`src/rtl/memgame_pkg.sv`:
```
// Shared types and board geometry for the memory-game turn controller.
package memgame_pkg;

   localparam int NCELLS = 16;
   localparam int IW     = 4;
   localparam int LW     = 4;

   // Encoding is exported on state_o, so the values are fixed explicitly.
   typedef enum logic [2:0] {
      ST_PICK1   = 3'd0,
      ST_PICK2   = 3'd1,
      ST_HOLD    = 3'd2,
      ST_RESOLVE = 3'd3,
      ST_DONE    = 3'd4
   } state_e;

endpackage

```
`src/rtl/pair_turn_ctrl_cycle_timer.sv`:
```
// Loadable down-counter that stops at zero; done_o flags the zero count.
module cycle_timer #(
   parameter int             W       = 4,
   parameter logic [W-1:0]   RST_VAL = '0
) (
   input  logic         clk,
   input  logic         rst,
   input  logic         load_i,
   input  logic [W-1:0] load_val_i,
   input  logic         dec_i,
   output logic         done_o
);

   logic [W-1:0] cnt_q, cnt_d;

   // Load wins over decrement; the count holds once it reaches zero.
   always_comb begin
      cnt_d = cnt_q;
      if (load_i)
         cnt_d = load_val_i;
      else if (dec_i && (cnt_q != '0))
         cnt_d = cnt_q - W'(1);
   end

   // Count register; the reset value lets an idle timer start already armed.
   always_ff @(posedge clk or negedge rst) begin
      if (!rst) cnt_q <= RST_VAL;
      else      cnt_q <= cnt_d;
   end

   assign done_o = (cnt_q == '0);

endmodule

```
`src/rtl/pair_turn_ctrl.sv`:
```
// One turn of the 16-cell memory game: cursor, two picks, hold, resolve,
// player turn, scores and game-over.
module pair_turn_ctrl
   import memgame_pkg::*;
#(
   parameter int NCELLS      = memgame_pkg::NCELLS,
   parameter int IW          = memgame_pkg::IW,
   parameter int LW          = memgame_pkg::LW,
   parameter int HOLD_CYCLES = 25_000_000,
   parameter int TURN_CYCLES = 0
) (
   input  logic          clk,
   input  logic          rst,
   input  logic          move_i,
   input  logic          select_i,
   input  logic [LW-1:0] cur_label_i,
   input  logic          cur_taken_i,
   output logic [IW-1:0] cursor_o,
   output logic [IW-1:0] sel1_o,
   output logic [IW-1:0] sel2_o,
   output logic          reveal_o,
   output logic          hide_o,
   output logic          match_o,
   output logic          player_o,
   output logic [IW-1:0] score0_o,
   output logic [IW-1:0] score1_o,
   output logic          game_over_o,
   output logic [2:0]    state_o
);

   // Timers are loaded with N-1 and act when they read zero, which gives
   // exactly N cycles in the waiting state.
   localparam int HW = (HOLD_CYCLES > 1) ? $clog2(HOLD_CYCLES) : 1;
   localparam int TW = (TURN_CYCLES > 1) ? $clog2(TURN_CYCLES) : 1;
   localparam logic [HW-1:0] HOLD_LD = HW'(HOLD_CYCLES - 1);
   localparam logic [TW-1:0] TURN_LD = TW'((TURN_CYCLES > 0) ? TURN_CYCLES - 1 : 0);
   localparam bit            TO_EN   = (TURN_CYCLES > 0);

   state_e        state_q;
   logic [IW-1:0] cursor_q, sel1_q, sel2_q, score0_q, score1_q, pairs_left_q;
   logic [LW-1:0] label1_q;
   logic          eq_q, player_q, reveal_q, hide_q, match_q, game_over_q;

   logic in_pick, acc1, acc2, accept, timeout;
   logic hold_done, turn_done;

   assign in_pick = (state_q == ST_PICK1) || (state_q == ST_PICK2);
   assign acc1    = (state_q == ST_PICK1) && select_i && !cur_taken_i;
   assign acc2    = (state_q == ST_PICK2) && select_i && !cur_taken_i && (cursor_q != sel1_q);
   assign accept  = acc1 || acc2;
   // An accepted pick on the last idle cycle beats the timeout.
   assign timeout = TO_EN && in_pick && turn_done && !accept;

   cycle_timer #(.W(HW)) u_hold (
      .clk        (clk),
      .rst        (rst),
      .load_i     (acc2),
      .load_val_i (HOLD_LD),
      .dec_i      (state_q == ST_HOLD),
      .done_o     (hold_done)
   );

   // Idle timer restarts on every entry to a pick state (accept, timeout,
   // resolve) and on accepted picks; out of reset it is already armed.
   cycle_timer #(.W(TW), .RST_VAL(TURN_LD)) u_turn (
      .clk        (clk),
      .rst        (rst),
      .load_i     (accept || timeout || (state_q == ST_RESOLVE)),
      .load_val_i (TURN_LD),
      .dec_i      (in_pick),
      .done_o     (turn_done)
   );

   // Turn FSM with its datapath; all pulses are registered and one cycle wide.
   always_ff @(posedge clk or negedge rst) begin
      if (!rst) begin
         state_q      <= ST_PICK1;
         cursor_q     <= '0;
         sel1_q       <= '0;
         sel2_q       <= '0;
         label1_q     <= '0;
         eq_q         <= 1'b0;
         player_q     <= 1'b0;
         score0_q     <= '0;
         score1_q     <= '0;
         pairs_left_q <= IW'(NCELLS / 2);
         reveal_q     <= 1'b0;
         hide_q       <= 1'b0;
         match_q      <= 1'b0;
         game_over_q  <= 1'b0;
      end else begin
         reveal_q <= 1'b0;
         hide_q   <= 1'b0;
         match_q  <= 1'b0;

         // A select in the same cycle swallows the move.
         if (in_pick && move_i && !select_i)
            cursor_q <= cursor_q + IW'(1);

         case (state_q)
            ST_PICK1: begin
               if (acc1) begin
                  sel1_q   <= cursor_q;
                  label1_q <= cur_label_i;
                  reveal_q <= 1'b1;
                  state_q  <= ST_PICK2;
               end else if (timeout) begin
                  player_q <= ~player_q;
               end
            end
            ST_PICK2: begin
               if (acc2) begin
                  sel2_q   <= cursor_q;
                  eq_q     <= (cur_label_i == label1_q);
                  reveal_q <= 1'b1;
                  state_q  <= ST_HOLD;
               end else if (timeout) begin
                  // Only sel1 is face-up; pointing sel2 at it makes hide_o
                  // turn down just that card.
                  sel2_q   <= sel1_q;
                  hide_q   <= 1'b1;
                  player_q <= ~player_q;
                  state_q  <= ST_PICK1;
               end
            end
            ST_HOLD: begin
               if (hold_done) state_q <= ST_RESOLVE;
            end
            ST_RESOLVE: begin
               if (eq_q) begin
                  match_q      <= 1'b1;
                  pairs_left_q <= pairs_left_q - IW'(1);
                  if (player_q) score1_q <= score1_q + IW'(1);
                  else          score0_q <= score0_q + IW'(1);
                  if (pairs_left_q == IW'(1)) begin
                     game_over_q <= 1'b1;
                     state_q     <= ST_DONE;
                  end else begin
                     state_q <= ST_PICK1;
                  end
               end else begin
                  hide_q   <= 1'b1;
                  player_q <= ~player_q;
                  state_q  <= ST_PICK1;
               end
            end
            ST_DONE: state_q <= ST_DONE;
            default: state_q <= ST_PICK1;
         endcase
      end
   end

   assign cursor_o    = cursor_q;
   assign sel1_o      = sel1_q;
   assign sel2_o      = sel2_q;
   assign reveal_o    = reveal_q;
   assign hide_o      = hide_q;
   assign match_o     = match_q;
   assign player_o    = player_q;
   assign score0_o    = score0_q;
   assign score1_o    = score1_q;
   assign game_over_o = game_over_q;
   assign state_o     = state_q;

endmodule

```
`config.mk`:
```
export PLATFORM = sky130hd
export DESIGN_NAME = pair_turn_ctrl
export DESIGN_NICKNAME = d
export VERILOG_FILES = /design/src/rtl/memgame_pkg.sv /design/src/rtl/pair_turn_ctrl_cycle_timer.sv /design/src/rtl/pair_turn_ctrl.sv
export SDC_FILE = /design/constraint.sdc
export NUM_CORES = 1
export LEC_CHECK = 0
export CAP_MARGIN = 20
export CORE_MARGIN = 2
export CORE_UTILIZATION = 55
export DETAILED_ROUTE_END_ITERATION = 8
export PLACE_DENSITY = 0.88
export RECOVER_POWER = 100
export SYNTH_ARGS = -nofsm -noshare
export SYNTH_HDL_FRONTEND = slang
export SYNTH_SLANG_ARGS = --single-unit
```
`constraint.sdc`:
```
create_clock -name clk -period 6.1 [get_ports clk]
set_input_delay 1.22 -clock clk [delete_from_list [all_inputs] [get_ports clk]]
set_output_delay 1.22 -clock clk [all_outputs]
set_load 0.03 [all_outputs]
```
==> results.ini, run 1 <==
[layout]
share_of_the_core_filled_with_cells_pct=69.21
layout.nets=335
mostFrequentLayoutCell=sky130_fd_sc_hd__dfrtp_1
area.growth.synth_to_final_pct=19.61
antenna_cells=0
final-instance-count-excl-fill=394
drive_above_1_share_pct=13.27
mostFrequentLayoutCells=sky130_fd_sc_hd__dfrtp_1, sky130_fd_sc_hd__nand2_1, sky130_fd_sc_hd__dlygate4sd3_1, sky130_fd_sc_hd__xnor2_1, sky130_fd_sc_hd__nor2_1

[place]
dp.cells=378
globalplace.congestion=0.8517
placement.io_buffers=36
post-dp-hpwl_um=4297

[setup_path]
slowest_stage_cell_crit_path=sky130_fd_sc_hd__clkbuf_1
reg2reg_setup_slack_ns=3.16
worst-setup-path-type=input pin to async pin
start_kind=input pin
cp.required_ns=5.83
cp_peak_stage_delay_ns=2.24
ff2ff_path_depth=5
crit_family=buffers and inverters
critical_path.cell_chain=buf_2 -> clkbuf_1
reg2reg_to=u_hold.cnt_q[10]
worst_path_max_fanout=62
critPathCaptureType=async pin
r2r_start=cursor_o[0]
arrival_time_worst_endpoint_ns=3.58
critical_path_buf_inv_count=2

[route]
antenna_left=0
route.vias.total=2312
wl_per_cell_um=16.47
detail_route.drc_violations=0
routed_wl_um=6489
drt_first_iter_violations=235
drt-pass1-iter-count=6
drt-vias-per-instance=5.868

[floorplan]
fp.dieArea_um2=6084
fp.coreArea_um2=5205
fp-row-count=26
die_width_um=78
initial_core_util_pct=57.86
ioPinCount=37
chip_height_um=78

[global_route]
global_route.usage.total_pct=23.48
first_global_vias=2352
first_pass_grt_wire_length_um=10980
grt_start_max_net_pins=63
initial_antenna_violation_count=0
grt-ovfl-total=0

[timing]
fin_crit_sh_pct=63.09
achievable-frequency_mhz=259.8
final_max_slew_viol_count=63
layout_min_cycle_time_ns=3.848
worst_slew_pin_slew_ns=3.202
setup_viol=0
fin_clk_skew_ns=0.007748
final_hold_viols=0
setup_tns_ns=0
grt_setup_unrepaired=no
max_slew_margin_pct=-113.5

[hold_path]
worst_hold_startpoint=score0_o[3]
min_path_cells=1
hp-class=register to register
whs_endpoint=score0_o[3]

[logic_synthesis]
yosysWarnings=0
synth-main-ff-cell=sky130_fd_sc_hd__dfrtp_1
yosys.cell_types.count=53
synth.avg_cell_area_um2=10.79
postSynthCellCount=279
synth_seq_cells=62
synth.net_count=295
seq_area_frac_synth_pct=51.56
netlist_area_um2=3012
asyncSetResetFlopFracSynth_pct=100.0
synth-edff-count=0

[cts]
cts_buffers=9
cts_resized=0
h-tree-depth=3
clock_sink_count=62
root_buffer=sky130_fd_sc_hd__clkbuf_8
cts.reportedPaths.clkPinSlew_ns=0.07
tritoncts=built
holdBufCountCts=0
cts_max_path_buffers=2
insertion_delay_ns=0.34
post_cts.repair.setup_buffers=0

[pwr]
p_leak_nw=1.530
vdd_ir_drop_max_mv=0.2964
p_total_mw=1.431
power_per_cell_area_nw_per_um2=397.1

[run_status]
violations_in_the_final_reports=capacitance limit, slew limit
outcome=finished, violations left

[job]
max_cap_viol_count=1

how the worst max path moves through the flow:
stage | from | endpoint | slack [ns] | depth (start not counted)
floorplan | cur_taken_i | eq_q | 3.75 | 7
global placement | select_i | u_hold.cnt_q[10] | 3.08 | 6
detailed placement | select_i | u_hold.cnt_q[1] | 2.91 | 6
CTS | select_i | u_hold.cnt_q[3] | 3.25 | 6
global route | rst | u_hold.cnt_q[11] | 1.56 | 2
finish | rst | label1_q[3] | 2.25 | 2
cells in the mapped netlist (3+ instances only):
master	instances	share of area [%]
sky130_fd_sc_hd__mux2_2	11	4.1
sky130_fd_sc_hd__ha_1	7	2.9
sky130_fd_sc_hd__nand4_1	4	0.83
sky130_fd_sc_hd__nor4_1	10	2.1
sky130_fd_sc_hd__or3_1	3	0.62
sky130_fd_sc_hd__or2_2	3	0.62
sky130_fd_sc_hd__dfrtp_1	61	51
sky130_fd_sc_hd__clkbuf_1	3	0.37
sky130_fd_sc_hd__nor2_1	19	2.4
sky130_fd_sc_hd__or4_1	3	0.75
sky130_fd_sc_hd__a21oi_1	8	1.3
sky130_fd_sc_hd__mux2i_1	3	1.0
sky130_fd_sc_hd__xnor2_1	20	5.8
sky130_fd_sc_hd__nor3_1	9	1.5
sky130_fd_sc_hd__o31ai_1	3	0.75
sky130_fd_sc_hd__o21ai_0	4	0.66
sky130_fd_sc_hd__xor2_1	11	3.2
sky130_fd_sc_hd__nand2_1	35	4.4
sky130_fd_sc_hd__buf_2	3	0.50
sky130_fd_sc_hd__inv_1	6	0.75
sky130_fd_sc_hd__nand3_1	9	1.5
power breakdown:
group	total (mW)	internal, mW	leakage [nW]	switching, mW
registers	0.626	0.512	0.738	0.114
logic	0.469	0.191	0.696	0.278
clock network	0.335	0.179	0.0954	0.156
through the flow:
stage | hold slack, ns | instance area, um^2 | setup slack [ns]
floorplan | 0.4455 | 3012 | 3.748
global placement | 0.4548 | 3420 | 3.081
detailed placement | 0.4635 | 3420 | 2.908
CTS | 0.4747 | 3606 | 3.247
global route | 0.4786 | 3602 | 1.557
finish | 0.4635 | 3602 | 2.252
sequential cells by signal, indices dropped and copies added (netlist names), 3 cells and up:
| name | flops |
|---|---|
| sel1_o | 4 |
| score1_o | 4 |
| u_hold.cnt_q | 25 |
| score0_o | 4 |
| cursor_o | 4 |
| label1_q | 4 |
| pairs_left_q | 4 |
| sel2_o | 4 |
| state_o | 3 |
cells by family (layout without fill, tap and decap cells):
family | Yosys count | in the layout | synth area share [%]
AND/OR/NAND/NOR | 119 | 119 | 21.85
flip-flops | 62 | 62 | 51.56
AO/OA/AOI/OAI | 32 | 32 | 7.395
XOR/XNOR | 31 | 31 | 9.015
multiplexers | 14 | 14 | 5.110
buffers and inverters | 14 | 59 | 2.160
adder cells (fa/ha/maj) | 7 | 7 | 2.908
layout make-up:
cell class / instances / area, um^2
well taps: 70 / 87.58
clock buffers: 13 / 168.9
fillers: 391 / 1603
inverters: 6 / 22.52
multi-input cells: 203 / 1394
clock inverters: 3 / 17.52
flip-flops and latches: 62 / 1553
repair buffers: 37 / 359.1
metal layers:
layer  vias to the layer above  wire, um  global-route usage (%)
met4                         0        93                   8.070
met5                         -         0                       0
met3                        14       424                   8.372
met1                      1130      2708                   28.52
met2                        86      3262                   38.88
li1                       1082         -                       -
(Power assumes the default switching activity.)
==> run 2: changes to the inputs <==
--- a/config.mk
+++ b/config.mk
@@ -7,9 +7,9 @@
 export LEC_CHECK = 0
 export CAP_MARGIN = 20
 export CORE_MARGIN = 2
-export CORE_UTILIZATION = 55
+export CORE_UTILIZATION = 50
 export DETAILED_ROUTE_END_ITERATION = 8
-export PLACE_DENSITY = 0.88
+export PLACE_DENSITY = 0.85
 export RECOVER_POWER = 100
 export SYNTH_ARGS = -nofsm -noshare
 export SYNTH_HDL_FRONTEND = slang
==> constraint.sdc (replaced) <==
create_clock -name clk -period 3.1 [get_ports clk]
set_input_delay 0.62 -clock clk [delete_from_list [all_inputs] [get_ports clk]]
set_output_delay 0.62 -clock clk [all_outputs]
set_load 0.03 [all_outputs]
==> run 2 against run 1 <==
Critical path type is now register to register. Register-to-register slack worse by 2.4 ns. Highest routed layer unchanged. Sequential cell count stayed put. First-iteration DRC count is 52% lower. Routed wire length is 7.5% lower. The run still ends with capacitance limit, slew limit left. Sequential share of layout area is 0.30 points higher. Clock power is 79% higher.
==> results.ini, run 2 (synthesis gave the netlist of run 1 again) <==
[global_route]
first_pass_grt_wire_length_um=10160
gr-usage-met1_pct=25.56
global_route.usage.total_pct=20.49
top_usage_layer=met2
initial_antenna_violation_count=0
grt_start_max_net_pins=28
met2_usage_pct=33.85
first_global_vias=2219
groute.layer.met3.usage_pct=4.835
grt-ovfl-total=0

[layout]
largest_reg_by_ff_count=u_hold.cnt_q
mostFrequentLayoutCell=sky130_fd_sc_hd__dfrtp_1
area.growth.synth_to_final_pct=18.78
fillerInstances=495
drive_above_1_share_pct=11.66
mostFrequentLayoutCells=sky130_fd_sc_hd__dfrtp_1, sky130_fd_sc_hd__nand2_1, sky130_fd_sc_hd__dlygate4sd3_1, sky130_fd_sc_hd__xnor2_1, sky130_fd_sc_hd__nor2_1
largest_register_ffs=25
layout.nets=337
antenna_cells=0

[timing]
max_slew_margin_pct=-2.187
layout_min_cycle_time_ns=2.350
fin_clk_skew_ns=0.009426
final_hold_viols=0
setup_viol=0
worst_slew_pin_slew_ns=1.533
final_max_slew_viol_count=28
achievable-frequency_mhz=425.5
fin_crit_sh_pct=75.81
grt_setup_unrepaired=no
fin_worst_hold_slack_ns=0.4715
setup_tns_ns=0

[setup_path]
arrival_time_worst_endpoint_ns=2.55
cp.required_ns=3.30
critical_path.cell_chain=or4_1 -> or4_1 -> nor4b_1 -> xnor2_1 -> nand2_1
critPathCaptureType=register
slowest_stage_cell_crit_path=sky130_fd_sc_hd__or4_1
cp_peak_stage_delay_ns=0.57
start_kind=register
critical_path.most_common_cell=sky130_fd_sc_hd__or4_1
worst-setup-path-type=register to register
worst_path_max_fanout=7

[cts]
insertion_delay_ns=0.34
h-tree-depth=3
root_buffer=sky130_fd_sc_hd__clkbuf_8
cts_max_path_buffers=2
post_cts.repair.setup_buffers=0
cts.reportedPaths.clkPinSlew_ns=0.07
clock_sink_count=62
tritoncts=built
cts_resized=0
cts_buffers=9
holdBufCountCts=0

[floorplan]
fp.coreArea_um2=5886
initial_core_util_pct=51.17
chip_height_um=81.61
die_width_um=81.61
fp-row-count=28
fp.dieArea_um2=6660
ioPinCount=37

[pwr]
power_per_cell_area_nw_per_um2=761.1
p_leak_nw=1.516
vdd_ir_drop_max_mv=0.5790

[route]
route.vias.total=2244
routed_wl_um=6002
wl_per_cell_um=14.97
drt_first_iter_violations=112
drt-vias-per-instance=5.596
antenna_left=0
drt-pass1-iter-count=4
detail_route.drc_violations=0

[hold_path]
hp-class=register to register

[run_status]
violations_in_the_final_reports=capacitance limit, slew limit
outcome=finished, violations left

[place]
globalplace.congestion=0.8662
placement.io_buffers=36
post-dp-hpwl_um=4302

[job]
max_cap_viol_count=1

-- run 2: worst paths after layout --
path | cells past startpoint | slack [ns] | endpoint | start
hold / removal | 1 | 0.47 | score1_o[3] | score1_o[3]
setup reg to reg | 5 | 0.75 | u_hold.cnt_q[24] | u_hold.cnt_q[9]
max in group asynchronous | 2 | 0.92 | u_hold.cnt_q[10] | rst
hold reg to reg | 1 | 0.47 | score1_o[3] | score1_o[3]
min in group asynchronous | 1 | 0.64 | sel1_o[2] | rst
setup / recovery | 5 | 0.75 | u_hold.cnt_q[24] | u_hold.cnt_q[9]
-- run 2: area by class of cell --
class | instances | area [um^2] | area share, %
clock buffers | 10 | 127.6 | 3.568
clock inverters | 6 | 38.79 | 1.084
inverters | 6 | 22.52 | 0.6296
multi-input cells | 203 | 1373 | 38.37
flip-flops and latches | 62 | 1553 | 43.41
well taps | 75 | 93.84 | 2.623
repair buffers | 39 | 369.1 | 10.32
-- run 2: worst max-delay path: cells and delay by family (launching register included) --
family        cells  cell delay, ns
flops             1            0.44
simple gates      4            1.61
xor+xnor          1            0.17
-- run 2: per-layer routing --
| metal | wire length, um | share of wire [%] |
|---|---|---|
| met1 | 2669 | 44 |
| met2 | 3001 | 50 |
| met4 | 111 | 1.8 |
| met5 | 0 | 0 |
| met3 | 220 | 3.7 |
-- run 2: where the power goes --
part | leakage, nW | internal [mW] | total [mW] | switching (mW)
clock network | 0.0820 | 0.286 | 0.601 | 0.315
registers | 0.738 | 1.01 | 1.22 | 0.210
logic | 0.696 | 0.379 | 0.905 | 0.526
-- run 2: per-stage QoR --
stage | util, % | cell area (um^2) | power, mW | setup WS, ns | instances
floorplan | - | 3012 | 1.804 | 1.005 | 279
global placement | 58.46 | 3441 | 2.148 | 0.6730 | 385
detailed placement | 58.46 | 3441 | 2.184 | 0.6234 | 385
CTS | 61.29 | 3607 | 2.796 | 0.8185 | 401
global route | 60.78 | 3577 | 2.890 | 0.4142 | 401
finish | 60.78 | 3577 | 2.723 | 0.7500 | 401
==> run 3: changes to the inputs <==
--- a/config.mk
+++ b/config.mk
@@ -7,9 +7,9 @@
 export LEC_CHECK = 0
 export CAP_MARGIN = 20
 export CORE_MARGIN = 2
-export CORE_UTILIZATION = 50
+export CORE_UTILIZATION = 55
 export DETAILED_ROUTE_END_ITERATION = 8
-export PLACE_DENSITY = 0.85
+export PLACE_DENSITY = 0.88
 export RECOVER_POWER = 100
 export SYNTH_ARGS = -nofsm -noshare
 export SYNTH_HDL_FRONTEND = slang
==> constraint.sdc (replaced) <==
create_clock -name clk -period 2.3 [get_ports clk]
set_input_delay 0.46 -clock clk [delete_from_list [all_inputs] [get_ports clk]]
set_output_delay 0.46 -clock clk [all_outputs]
set_load 0.03 [all_outputs]
==> run 3 against run 2 <==
The run now ends clean. Total power rose by 43%. Die area fell by 8.7%. Routed wire length rose by 7.9%. Largest power group unchanged. Critical path type is now register to output pin. Critical path depth fell by 3. Sequential power rose by 34%. Worst hold slack got worse by 0.0089 ns.
==> results.ini, run 3 (synthesis gave the netlist of run 1 again) <==
[timing]
fin_crit_sh_pct=96.66
fin_clk_skew_ns=0.007720
final_max_slew_viol_count=0
achievable-frequency_mhz=449.8
worst_slew_pin_slew_ns=1.470
grt_setup_unrepaired=no
final_hold_viols=0
setup_tns_ns=0
setup_viol=0
max_slew_margin_pct=2.031
layout_min_cycle_time_ns=2.223

[floorplan]
fp-row-count=26
chip_height_um=78
die_width_um=78
initial_core_util_pct=57.86
ioPinCount=37
fp.dieArea_um2=6084
fp.coreArea_um2=5205

[global_route]
initial_antenna_violation_count=0
first_global_vias=2293
global_route.usage.total_pct=23.18
grt-ovfl-total=0
grt_start_max_net_pins=63
first_pass_grt_wire_length_um=10940

[pwr]
vdd_ir_drop_max_mv=0.8662
p_leak_nw=1.566
power_per_cell_area_nw_per_um2=1059
p_total_mw=3.901

[setup_path]
reg2reg_setup_slack_ns=0.12
slowest_stage_cell_crit_path=sky130_fd_sc_hd__clkdlybuf4s50_1
ff2ff_path_depth=5
cp_peak_stage_delay_ns=0.75
cp.required_ns=1.84
critical_path.cell_chain=clkbuf_1 -> clkdlybuf4s50_1
worst_path_max_fanout=8
critPathCaptureType=output pin
reg2reg_to=u_hold.cnt_q[19]
arrival_time_worst_endpoint_ns=1.76
r2r_start=u_hold.cnt_q[10]
worst-setup-path-type=register to output pin
start_kind=register

[layout]
seq_area_um2=1553
mostFrequentLayoutCells=sky130_fd_sc_hd__dfrtp_1, sky130_fd_sc_hd__nand2_1, sky130_fd_sc_hd__dlygate4sd3_1, sky130_fd_sc_hd__xnor2_1, sky130_fd_sc_hd__nor2_1
area.growth.synth_to_final_pct=22.35
fillerInstances=381
layout.nets=345
drive_above_1_share_pct=15.27
antenna_cells=0
largest_register_ffs=25
largest_reg_by_ff_count=u_hold.cnt_q
multi_input_area_um2=1400
mostFrequentLayoutCell=sky130_fd_sc_hd__dfrtp_1

[cts]
post_cts.repair.setup_buffers=0
tritoncts=built
insertion_delay_ns=0.33
h-tree-depth=3
cts.reportedPaths.clkPinSlew_ns=0.07
root_buffer=sky130_fd_sc_hd__clkbuf_8
cts_max_path_buffers=2
cts_buffers=9
clock_sink_count=62

[hold_path]
hp-class=register to register
min_path_cells=1
whs_endpoint=score1_o[3]
worst_hold_startpoint=score1_o[3]

[route]
drt-pass1-iter-count=4
wl_per_cell_um=16.03
antenna_left=0
routed_wl_um=6478
drt_first_iter_violations=142
drt-vias-per-instance=5.663
route.vias.total=2288
detail_route.drc_violations=0

[place]
post-dp-hpwl_um=4455
globalplace.congestion=0.8361
placement.io_buffers=36

[run_status]
outcome=finished clean

[job]
max_cap_viol_count=0

-- run 3: through the flow --
stage	cells	hold slack (ns)	instance area (um^2)	utilization (%)	setup slack, ns
after floorplan	279	0.1644	3012	-	0.2046
after global placement	388	0.4570	3507	67.38	0.08157
after detailed placement	388	0.4571	3507	67.38	-0.03451
after CTS	404	0.1288	3709	71.25	0.03804
after global routing	404	0.4801	3685	70.79	0.01990
final	404	0.4626	3685	70.79	0.07672
-- run 3: layer usage --
layer  share of wire, %  wire length [um]  vias to the layer above  GRT usage, %
li1                   -                 -                     1103             -
met1                 43              2767                     1125         28.48
met4                1.0                68                        0         8.246
met5                  0                 0                        -             0
met2                 52              3368                       52         38.97
met3                4.2               274                        8         6.744
-- run 3: final cells by class --
cell class	instances	share of cell area, %
inverters	6	0.6112
repair buffers	47	11.41
clock inverters	3	1.155
well taps	70	2.377
clock buffers	13	4.312
flip-flops and latches	62	42.14
multi-input cells	203	38.00
-- run 3: how the worst max path moves through the flow --
stage,startpoint,to,slack (ns),cells past startpoint
3_5_place_dp,select_i,sel2_o[3],-0.03,7
6_report,state_o[2],state_o[2],0.08,2
2_1_floorplan,state_o[1],u_hold.cnt_q[7],0.20,5
4_1_cts,u_hold.cnt_q[21],u_hold.cnt_q[0],0.04,6
3_3_place_gp,select_i,sel2_o[0],0.08,7
5_1_grt,cursor_o[1],sel2_o[3],0.02,6
-- run 3: where the power goes --
| group | internal, mW | switching, mW | total, mW |
|---|---|---|---|
| sequential | 1.36 | 0.271 | 1.63 |
| combinational | 0.538 | 0.767 | 1.30 |
| clock | 0.559 | 0.408 | 0.967 |
-- run 3: critical path, delay by kind of cell, from the launching register on --
| kind | cells | cell delay, ns |
|---|---|---|
| flip-flops | 1 | 0.36 |
| buffers and inverters | 2 | 1.07 |
-- run 3: repair_timing --
item / CTS / global route
setup endpoints to repair: 0 / 10
hold buffers: 0 / 0
gates resized for setup: 0 / 4
